--- config.mk ---
export PLATFORM = sky130hd
export DESIGN_NAME = operand_fetch
export DESIGN_NICKNAME = d
export VERILOG_FILES = /design/src/rtl/operand_fetch.sv
export SDC_FILE = /design/constraint.sdc
export NUM_CORES = 1
export LEC_CHECK = 0
export CAP_MARGIN = 40
export CORE_AREA = 2 2 136 138
export DETAILED_ROUTE_END_ITERATION = 8
export DIE_AREA = 0 0 138 140
export GPL_ROUTABILITY_DRIVEN = 0
export GPL_TIMING_DRIVEN = 0
export HOLD_SLACK_MARGIN = 0.12
export PLACE_DENSITY = 0.76
export SLEW_MARGIN = 20
export SYNTH_ARGS = -nofsm -noshare
export SYNTH_HDL_FRONTEND = slang
export SYNTH_SLANG_ARGS = --single-unit
export TNS_END_PERCENT = 50
--- constraint.sdc ---
create_clock -name clk -period 3.1 [get_ports clk]
set_input_delay 0.775 -clock clk [delete_from_list [all_inputs] [get_ports clk]]
set_output_delay 0.775 -clock clk [all_outputs]
set_load 0.02 [all_outputs]
--- src/rtl/operand_fetch.sv ---
// Operand fetch stage: latches an instruction's register fields, waits until its
// sources and destination are free in the busy scoreboard, captures operands from
// the register file (with writeback forwarding) and holds them until downstream
// accepts. Writeback requests pass straight through to the register file write port.
module operand_fetch #(
    parameter int unsigned N = 5,
    parameter int unsigned B = 32
) (
    input  logic         clk,
    input  logic         rst,

    input  logic         in_valid,
    output logic         in_ready,
    input  logic [N-1:0] rs1,
    input  logic [N-1:0] rs2,
    input  logic [N-1:0] rd,
    input  logic         rd_we,

    output logic         out_valid,
    input  logic         out_ready,
    output logic [B-1:0] op1,
    output logic [B-1:0] op2,
    output logic [N-1:0] out_rd,

    input  logic         wb_valid,
    input  logic [N-1:0] wb_addr,
    input  logic [B-1:0] wb_data,

    output logic [N-1:0] rf_r_addr1,
    output logic [N-1:0] rf_r_addr2,
    input  logic [B-1:0] rf_r_data1,
    input  logic [B-1:0] rf_r_data2,

    output logic [N-1:0] rf_w_addr,
    output logic [B-1:0] rf_w_data,
    output logic         rf_write_en
);

    localparam int unsigned NumRegs = 2 ** N;

    typedef enum logic [1:0] {StIdle, StCheck, StOut} state_e;

    state_e              state_q;
    logic [N-1:0]        rs1_q;
    logic [N-1:0]        rs2_q;
    logic [N-1:0]        rd_q;
    logic                rd_we_q;
    logic [NumRegs-1:0]  busy_q;
    logic [NumRegs-1:0]  busy_d;
    logic [NumRegs-1:0]  busy_eff;
    logic [NumRegs-1:0]  clr_vec;
    logic [NumRegs-1:0]  set_vec;
    logic                out_valid_q;
    logic [B-1:0]        op1_q;
    logic [B-1:0]        op2_q;
    logic [N-1:0]        out_rd_q;
    logic                stall;
    logic                leave_check;
    logic [B-1:0]        opnd1;
    logic [B-1:0]        opnd2;
    logic                wb_fwd;

    assign in_ready    = (state_q == StIdle);
    assign out_valid   = out_valid_q;
    assign op1         = op1_q;
    assign op2         = op2_q;
    assign out_rd      = out_rd_q;
    assign rf_r_addr1  = rs1_q;
    assign rf_r_addr2  = rs2_q;

    // Writeback is a pure pass-through; register 0 is never written.
    assign rf_w_addr   = wb_addr;
    assign rf_w_data   = wb_data;
    assign wb_fwd      = wb_valid && (wb_addr != '0);
    assign rf_write_en = wb_fwd;

    // Scoreboard next state: a clear this cycle frees the register for the stall
    // check, and a set from the departing instruction overrides a same-cycle clear.
    always_comb begin
        clr_vec = '0;
        set_vec = '0;
        if (wb_valid) begin
            clr_vec[wb_addr] = 1'b1;
        end
        busy_eff    = busy_q & ~clr_vec;
        stall       = busy_eff[rs1_q] | busy_eff[rs2_q] | (rd_we_q & busy_eff[rd_q]);
        leave_check = (state_q == StCheck) && !stall;
        if (leave_check && rd_we_q && (rd_q != '0)) begin
            set_vec[rd_q] = 1'b1;
        end
        busy_d    = busy_eff | set_vec;
        busy_d[0] = 1'b0;
    end

    // Operand selection: x0 reads as zero, otherwise forward a matching writeback.
    always_comb begin
        opnd1 = rf_r_data1;
        opnd2 = rf_r_data2;
        if (rs1_q == '0) begin
            opnd1 = '0;
        end else if (wb_fwd && (wb_addr == rs1_q)) begin
            opnd1 = wb_data;
        end
        if (rs2_q == '0) begin
            opnd2 = '0;
        end else if (wb_fwd && (wb_addr == rs2_q)) begin
            opnd2 = wb_data;
        end
    end

    // Control FSM with registered outputs and scoreboard update.
    always_ff @(posedge clk) begin
        if (rst) begin
            state_q     <= StIdle;
            rs1_q       <= '0;
            rs2_q       <= '0;
            rd_q        <= '0;
            rd_we_q     <= 1'b0;
            busy_q      <= '0;
            out_valid_q <= 1'b0;
            op1_q       <= '0;
            op2_q       <= '0;
            out_rd_q    <= '0;
        end else begin
            busy_q <= busy_d;
            unique case (state_q)
                StIdle: begin
                    if (in_valid) begin
                        rs1_q   <= rs1;
                        rs2_q   <= rs2;
                        rd_q    <= rd;
                        rd_we_q <= rd_we;
                        state_q <= StCheck;
                    end
                end
                StCheck: begin
                    if (!stall) begin
                        op1_q       <= opnd1;
                        op2_q       <= opnd2;
                        out_rd_q    <= rd_q;
                        out_valid_q <= 1'b1;
                        state_q     <= StOut;
                    end
                end
                StOut: begin
                    if (out_ready) begin
                        out_valid_q <= 1'b0;
                        state_q     <= StIdle;
                    end
                end
                default: begin
                    out_valid_q <= 1'b0;
                    state_q     <= StIdle;
                end
            endcase
        end
    end

endmodule
Yosys cells after proc, flatten, opt, wreduce, memory -nomap -nowiden
Index checks and enable logic that the tools add are counted.
Widths: inputs -> output; s select.

storage, ports and cells
  memories = 0
  bits in writable memories = 0
  flip-flop bits (word level) = 120
  bits in read-only memories = 0
  bits in latches = 0
  word-level logic and storage cells = 73

operators by class
  div/mod/pow operators = 0
  $add $sub $neg = 0
  shift operators = 0
  mux-type cells = 23
  order comparisons = 6
  bitwise gates (word level) = 8
  eq/ne operators = 7
  multipliers = 0
  reduce and logical (&&, ||, !) cells = 18

operators with widths
  cell                number
  $mux 32             6
  $and 32x32->32      1
  $not 32->32         1
  $or 32x32->32       1
  $lt 5x6->1 const B  4
  $bmux 1 s5          3
  $demux 1 s5         2
  $eq 5x5->1          2
  $ge 5x1->1 const B  2
  $logic_not 5->1     2
  $reduce_bool 5->1   2
  $logic_and 1x1->1   8
  $mux 1              7
  $mux 2              3
  $ne 2x2->1 const B  3
  $pmux 2 s3          1
  $reduce_and 3->1    2
  $reduce_and 2->1    2
  $pmux 1 s3          1
  $eq 2x1->1 const B  1
  $eq 2x2->1 const B  1
  $logic_not 2->1     1
  $not 1->1           2
  $or 1x1->1          2
  other kinds (2)     2

Depth between registers and ports, before layout
  depth in word-level cells = 17
  mapped depth = 12
  gate-level depth less buffers = 8

Least setup slack after synthesis
Ideal clock, no wire load.

  path kind = input -> register
  start point = in wb_valid
  end point = reg op1_q[10] (netlist: op1[10])
  required time = 2.979 ns
  buffers on the path = 3
  data arrival time = 3.148 ns
  stages on the path = 11
  path slack = -0.169 ns
  path through = buf_2 or4b_4 o2111ai_1 o311ai_1 a2111oi_0 nor4_1 a21oi_2 nand3_2 buf_6 buf_6 mux2_4

on the way
  word-level cells in the longest chain between the ends = 9
  elaborated cells between the ends (all ways) = 18
  classes of those cells = 9 x mux; 6 x bitwise; 3 x reduce/logical

ends and longest elaborated chain
  item                                              RTL line  source
  start, declared                                   25        input logic wb_valid,
  $mux 32                                           82        if (wb_valid) begin
  $not 32->32                                       85        busy_eff = busy_q & ~clr_vec;
  $and 32x32->32                                    85
  $bmux 1 s5                                        86        stall = busy_eff[rs1_q] | busy_eff[rs2_q] | (rd_we_q & busy_eff[rd_q]);
  $mux 1 (implied by the code)                      86
  $or 1x1->1 / $and 1x1->1 (equally long branches)  86
  $or 1x1->1                                        86
  $not 1->1 (no source line)                        --
  $reduce_and 2->1 (no source line)                 --
  end signal, assigned                              138       op1_q <= opnd1;
  end, declared                                     54        logic [B-1:0] op1_q;

Several ways; a longest one is shown, not always the timed one. The select of a mux whose other input is x is not followed.
A chain may end at the register's enable or synchronous reset.

Worst setup path after layout
  start point = in wb_addr[2]
  end point = reg op1_q[29] (netlist: op1[29])

on the way
  word-level cells in the longest chain between the ends = 13
  elaborated cells between the ends (all ways) = 25
  classes of those cells = 2 x order compare; 1 x eq/ne; 11 x mux; 6 x bitwise; 5 x reduce/logical

ends and longest elaborated chain
  item                                                                   RTL line  source
  start, declared                                                        26        input logic [N-1:0] wb_addr,
  $lt 5x6->1 (implied by the code) / $ge 5x1->1 (equally long branches)  83        clr_vec[wb_addr] = 1'b1;
  $logic_and 1x1->1 (implied by the code)                                83
  $mux 1 (implied by the code)                                           83
  $demux 1 s5                                                            83
  $mux 32                                                                82
  $not 32->32                                                            85
  $and 32x32->32                                                         85
  $bmux 1 s5                                                             86
  $mux 1 (implied by the code)                                           86
  $or 1x1->1 / $and 1x1->1 (equally long branches)                       86
  $or 1x1->1                                                             86
  $not 1->1 (no source line)                                             --
  $reduce_and 2->1 (no source line)                                      --

Several ways; a longest one is shown, not always the timed one. The select of a mux whose other input is x is not followed.

==> impl_metrics.prom <==
# TYPE chip_impl_metric gauge
chip_impl_metric{name="die_height",unit="um"} 140
chip_impl_metric{name="final_critical_path_setup_slack",unit="ns"} -0.09182
chip_impl_metric{name="timing.slew.headroom",unit="%"} 34.32
chip_impl_metric{name="start_util",unit="%"} 41.34
chip_impl_metric{name="final.min_clock_period",unit="ns"} 3.192
chip_impl_metric{name="crit_buf_inv",unit=""} 4
chip_impl_metric{name="tightestPinTransition",unit="ns"} 0.9750
chip_impl_metric{name="synthesized_instance_count",unit=""} 850
chip_impl_metric{name="rows",unit=""} 49
chip_impl_info{name="min_path_type",value="reg -> reg"} 1
chip_impl_info{name="cts_tree",value="built"} 1
chip_impl_metric{name="number_of_sinks_driven_by_the_clock_tree",unit=""} 119
chip_impl_info{name="critical_path.endpoint_type",value="flip-flop"} 1
chip_impl_metric{name="antenna_found_initial",unit=""} 1
chip_impl_metric{name="postRouteAntennaNets",unit=""} 0
chip_impl_metric{name="hold_viol_final",unit=""} 0
chip_impl_info{name="critical_path_class",value="in -> reg"} 1
chip_impl_metric{name="dp_worst_setup_slack",unit="ns"} -1.450
chip_impl_metric{name="numPlacedInstances",unit=""} 1318
chip_impl_metric{name="register_area",unit="um^2"} 2384
chip_impl_metric{name="dr.pass1.iters",unit=""} 7
chip_impl_metric{name="synthArstFlopShare",unit="%"} 0
chip_impl_metric{name="ctsHtreeMaxLevel",unit=""} 4
chip_impl_metric{name="timing.critical_path.required",unit="ns"} 3.41
chip_impl_metric{name="setup_viol",unit=""} 67
chip_impl_metric{name="finalMaxSlewViolations",unit=""} 0
chip_impl_metric{name="die_area",unit="um^2"} 19320
chip_impl_metric{name="post_drt_via_cell_ratio",unit=""} 5.761
chip_impl_metric{name="starting_drt_drc_count",unit=""} 773
chip_impl_info{name="critical_path_s_slowest_cell",value="o21ai_0"} 1
chip_impl_info{name="violated_checks",value="negative setup slack"} 1
chip_impl_info{name="status",value="finished with violations"} 1
chip_impl_metric{name="cts_buffer_depth",unit=""} 2
chip_impl_metric{name="avgRoutedWirePerCell",unit="um"} 21.01
chip_impl_metric{name="nFillCells",unit=""} 1500
chip_impl_metric{name="route.final.wire_length",unit="um"} 28730
chip_impl_metric{name="tritoncts.num_buffers",unit=""} 17
chip_impl_metric{name="syn-mean-instance-area",unit="um^2"} 8.647
chip_impl_metric{name="flow.area_growth_from_synthesis",unit="%"} 52.96
chip_impl_metric{name="fp.coreArea",unit="um^2"} 17780
chip_impl_metric{name="timing.final.crit_share",unit="%"} 103.0
chip_impl_info{name="worstSetupStartpointType",value="input port"} 1
chip_impl_info{name="crit_path_cell_trace",value="buf_6 -> buf_4 -> nand4bb_2 -> o21ai_0 -> a32oi_1 -> nand4_1 -> nor4_1 -> a21oi_2 -> nand3_2 -> buf_12 -> buf_12 -> mux2_4"} 1
chip_impl_metric{name="number_of_enable_flip_flop_cells_after_synthesis",unit=""} 0
chip_impl_metric{name="timing.critical_path.slowest_cell_delay",unit="ns"} 0.53
chip_impl_metric{name="port_buffers",unit=""} 238
chip_impl_metric{name="multi_input_comb_area",unit="um^2"} 4587
chip_impl_info{name="synth_area_leader_cell",value="dfxtp_1"} 1
chip_impl_metric{name="synth_sequential_area_ratio",unit="%"} 32.41
chip_impl_info{name="cpLargestDelayFamily",value="compound AO/OA/AOI/OAI gates"} 1
chip_impl_metric{name="drive_gt1_share",unit="%"} 21.72
chip_impl_metric{name="io_pins",unit=""} 241
chip_impl_metric{name="track_usage",unit="%"} 28.43
chip_impl_metric{name="fin_worst_skew",unit="ns"} 0.01109
chip_impl_metric{name="yosys_register_bits",unit=""} 119
chip_impl_metric{name="drc",unit=""} 0
chip_impl_metric{name="first_global_vias",unit=""} 7727
chip_impl_metric{name="postCtsHoldBufs",unit=""} 0
chip_impl_metric{name="path_max_fanout",unit=""} 10
chip_impl_metric{name="die_width",unit="um"} 138
chip_impl_info{name="ys_top_cells_by_area",value="dfxtp_1 32%, mux2i_1 9.9%, nor2b_1 6.0%, mux2_2 5.7%, mux2_4 5.5%"} 1
chip_impl_metric{name="yosysTopAreaCellShare",unit="%"} 32.41
chip_impl_metric{name="fin_cells",unit=""} 1367
chip_impl_metric{name="worstSkewPairLatency",unit="ns"} 0.43
chip_impl_metric{name="netlist_area",unit="um^2"} 7350
chip_impl_metric{name="p_leak",unit="nW"} 4.134
chip_impl_metric{name="grt_first_pass_wirelength",unit="um"} 43210
chip_impl_info{name="cts_root_buf",value="clkbuf_16"} 1
chip_impl_metric{name="timing.critical_path.arrival",unit="ns"} 3.50
chip_impl_info{name="synth-main-ff-cell",value="dfxtp_1"} 1
chip_impl_metric{name="largest_vdd_supply_drop",unit="mV"} 0.4060
chip_impl_metric{name="synth.lib_cells_used.distinct",unit=""} 57
chip_impl_metric{name="grt_remaining_overflow",unit=""} 0
chip_impl_metric{name="maxClockFrequency",unit="GHz"} 0.3133
chip_impl_metric{name="yosys_warnings",unit=""} 0
chip_impl_metric{name="vias",unit=""} 7875
chip_impl_metric{name="post_synthesis_net_count",unit=""} 972
chip_impl_metric{name="clkSlewWorstSetupHoldPaths",unit="ns"} 0.06
chip_impl_metric{name="pin_count_of_the_biggest_net_entering_global_routing",unit=""} 17
chip_impl_metric{name="pwr_density_cell",unit="nW/um^2"} 441.7
chip_impl_metric{name="place.detailed.hpwl",unit="um"} 20550
chip_impl_metric{name="layout.nets",unit=""} 1248
chip_impl_metric{name="fin_setup_tns",unit="ns"} -4.287
chip_impl_metric{name="p_total",unit="mW"} 4.965
chip_impl_info{name="setup_repair_after_global_routing_missed_its_margin",value="yes"} 1
chip_impl_info{name="critical_path.most_common_cell",value="buf_12"} 1
chip_impl_metric{name="max_cap_violations",unit=""} 0
worst min-delay path, cell delays in order, from the launching register on:
cell	delay [ns]
dfxtp_1	0.30
nand2b_1	0.06
mux2i_1	0.06
per-layer routing:
| metal | share of wire [%] | vias to the layer above | global-route usage, % |
|---|---|---|---|
| li1 | - | 3550 | - |
| met1 | 37 | 3639 | 33.63 |
| met2 | 46 | 536 | 46.20 |
| met3 | 12 | 150 | 10.32 |
| met4 | 4.6 | 0 | 13.16 |
| met5 | 0 | - | 0 |
sequential cells by signal, summed over array words and instances, names as in the netlist:
name	cells
busy_q	31
rd_q	5
op1	32
out_rd	5
out_valid	1
rd_we_q	1
rf_r_addr2	5
op2	32
state_q	2
rf_r_addr1	5
path summary, 6_finish.rpt:
path                 start         to  slack [ns]  cells after the start
max             wb_addr[2]    op1[29]       -0.09                     12
min              out_rd[2]  out_rd[2]        0.47                      2
max reg2reg  rf_r_addr2[1]    op1[29]           0                     10
min reg2reg      out_rd[2]  out_rd[2]        0.47                      2
synthesized netlist by cell type, types with 3 or more instances:
master / instances
nand2b_1: 17
buf_4: 37
nand3_1: 20
o2111ai_1: 14
nand4bb_1: 3
and2_1: 4
a22oi_1: 3
xor2_1: 4
or2_2: 11
mux4_2: 3
buf_6: 4
nand4b_1: 7
o22ai_1: 27
nand4_1: 10
xnor2_1: 6
mux2i_1: 73
buf_2: 15
a21oi_1: 24
nor3b_1: 3
nor4_1: 4
a32oi_1: 8
mux2_2: 37
dfxtp_1: 119
o21ai_0: 34
nand3b_1: 4
clkbuf_1: 51
nand2_1: 52
o211ai_1: 18
nor2b_1: 70
o32ai_1: 4
a211oi_1: 3
mux2_4: 27
nor2_1: 92
inv_1: 9
nor3_1: 5
cell usage in the layout, fill, tap and decap left out, types with 5 or more instances in the layout:
master	synthesis	final
nor2_1	92	91
o21ai_2	0	15
nand4_1	10	10
nand2b_1	17	16
clkbuf_1	51	39
nand4b_1	7	7
nand3_1	20	20
buf_4	37	62
buf_2	15	6
dfxtp_1	119	118
mux2_2	37	37
a21oi_1	24	23
xnor2_1	6	6
o21ai_1	2	7
inv_1	9	9
buf_12	0	5
a32oi_1	8	8
clkbuf_16	0	19
buf_6	4	5
or2_2	11	10
mux2_4	27	27
clkbuf_2	0	5
o2111ai_1	14	13
nor2b_1	70	69
clkdlybuf4s50_1	0	232
mux2i_1	73	73
o211ai_1	18	18
o21ai_0	34	11
o22ai_1	27	25
nand2_1	52	51
stage by stage:
| step | utilization [%] | hold WS [ns] | area (um^2) |
|---|---|---|---|
| 6_report | 63.23 | 0.4703 | 11240 |
| 5_1_grt | 63.22 | 0.4901 | 11240 |
| 4_1_cts | 62.35 | 0.4727 | 11090 |
| 3_5_place_dp | 56.88 | 0.4640 | 10110 |
| 3_3_place_gp | 56.78 | 0.4618 | 10100 |
| 2_1_floorplan | - | 0.4536 | 7427 |
cell families after synthesis:
| kind of cell | count (synthesis) | synth area share, % |
|---|---|---|
| flip-flops | 119 | 32.41 |
| AND/OR/NAND/NOR | 308 | 21.84 |
| AO/OA/AOI/OAI | 153 | 13.82 |
| buffers and inverters | 120 | 8.682 |
| XOR/XNOR | 10 | 1.192 |
| multiplexers | 140 | 22.05 |
power by group:
part / switching, mW / internal, mW / total [mW] / leakage [nW]
clock: 0.729 / 1.29 / 2.02 / 0.289
combinational: 0.661 / 0.633 / 1.29 / 2.88
sequential: 0.0551 / 1.60 / 1.65 / 0.964
final cells by class:
class,count,area share [%]
Multi-Input combinational cell,611,40.80
Inverter,11,0.3673
Antenna cell,1,0.02226
Tap cell,229,2.549
Clock buffer,21,4.096
Clock inverter,9,1.124
Buffer,105,6.411
Sequential cell,119,21.20
Timing Repair Buffer,261,23.43
repair_timing:
action | in CTS | in global routing
setup endpoints to repair | 104 | 97
setup buffers | 16 | 2
cloned | 2 | 2
resized for setup | 93 | 33
pin swaps | 16 | 10
(Power assumes the default switching activity.)
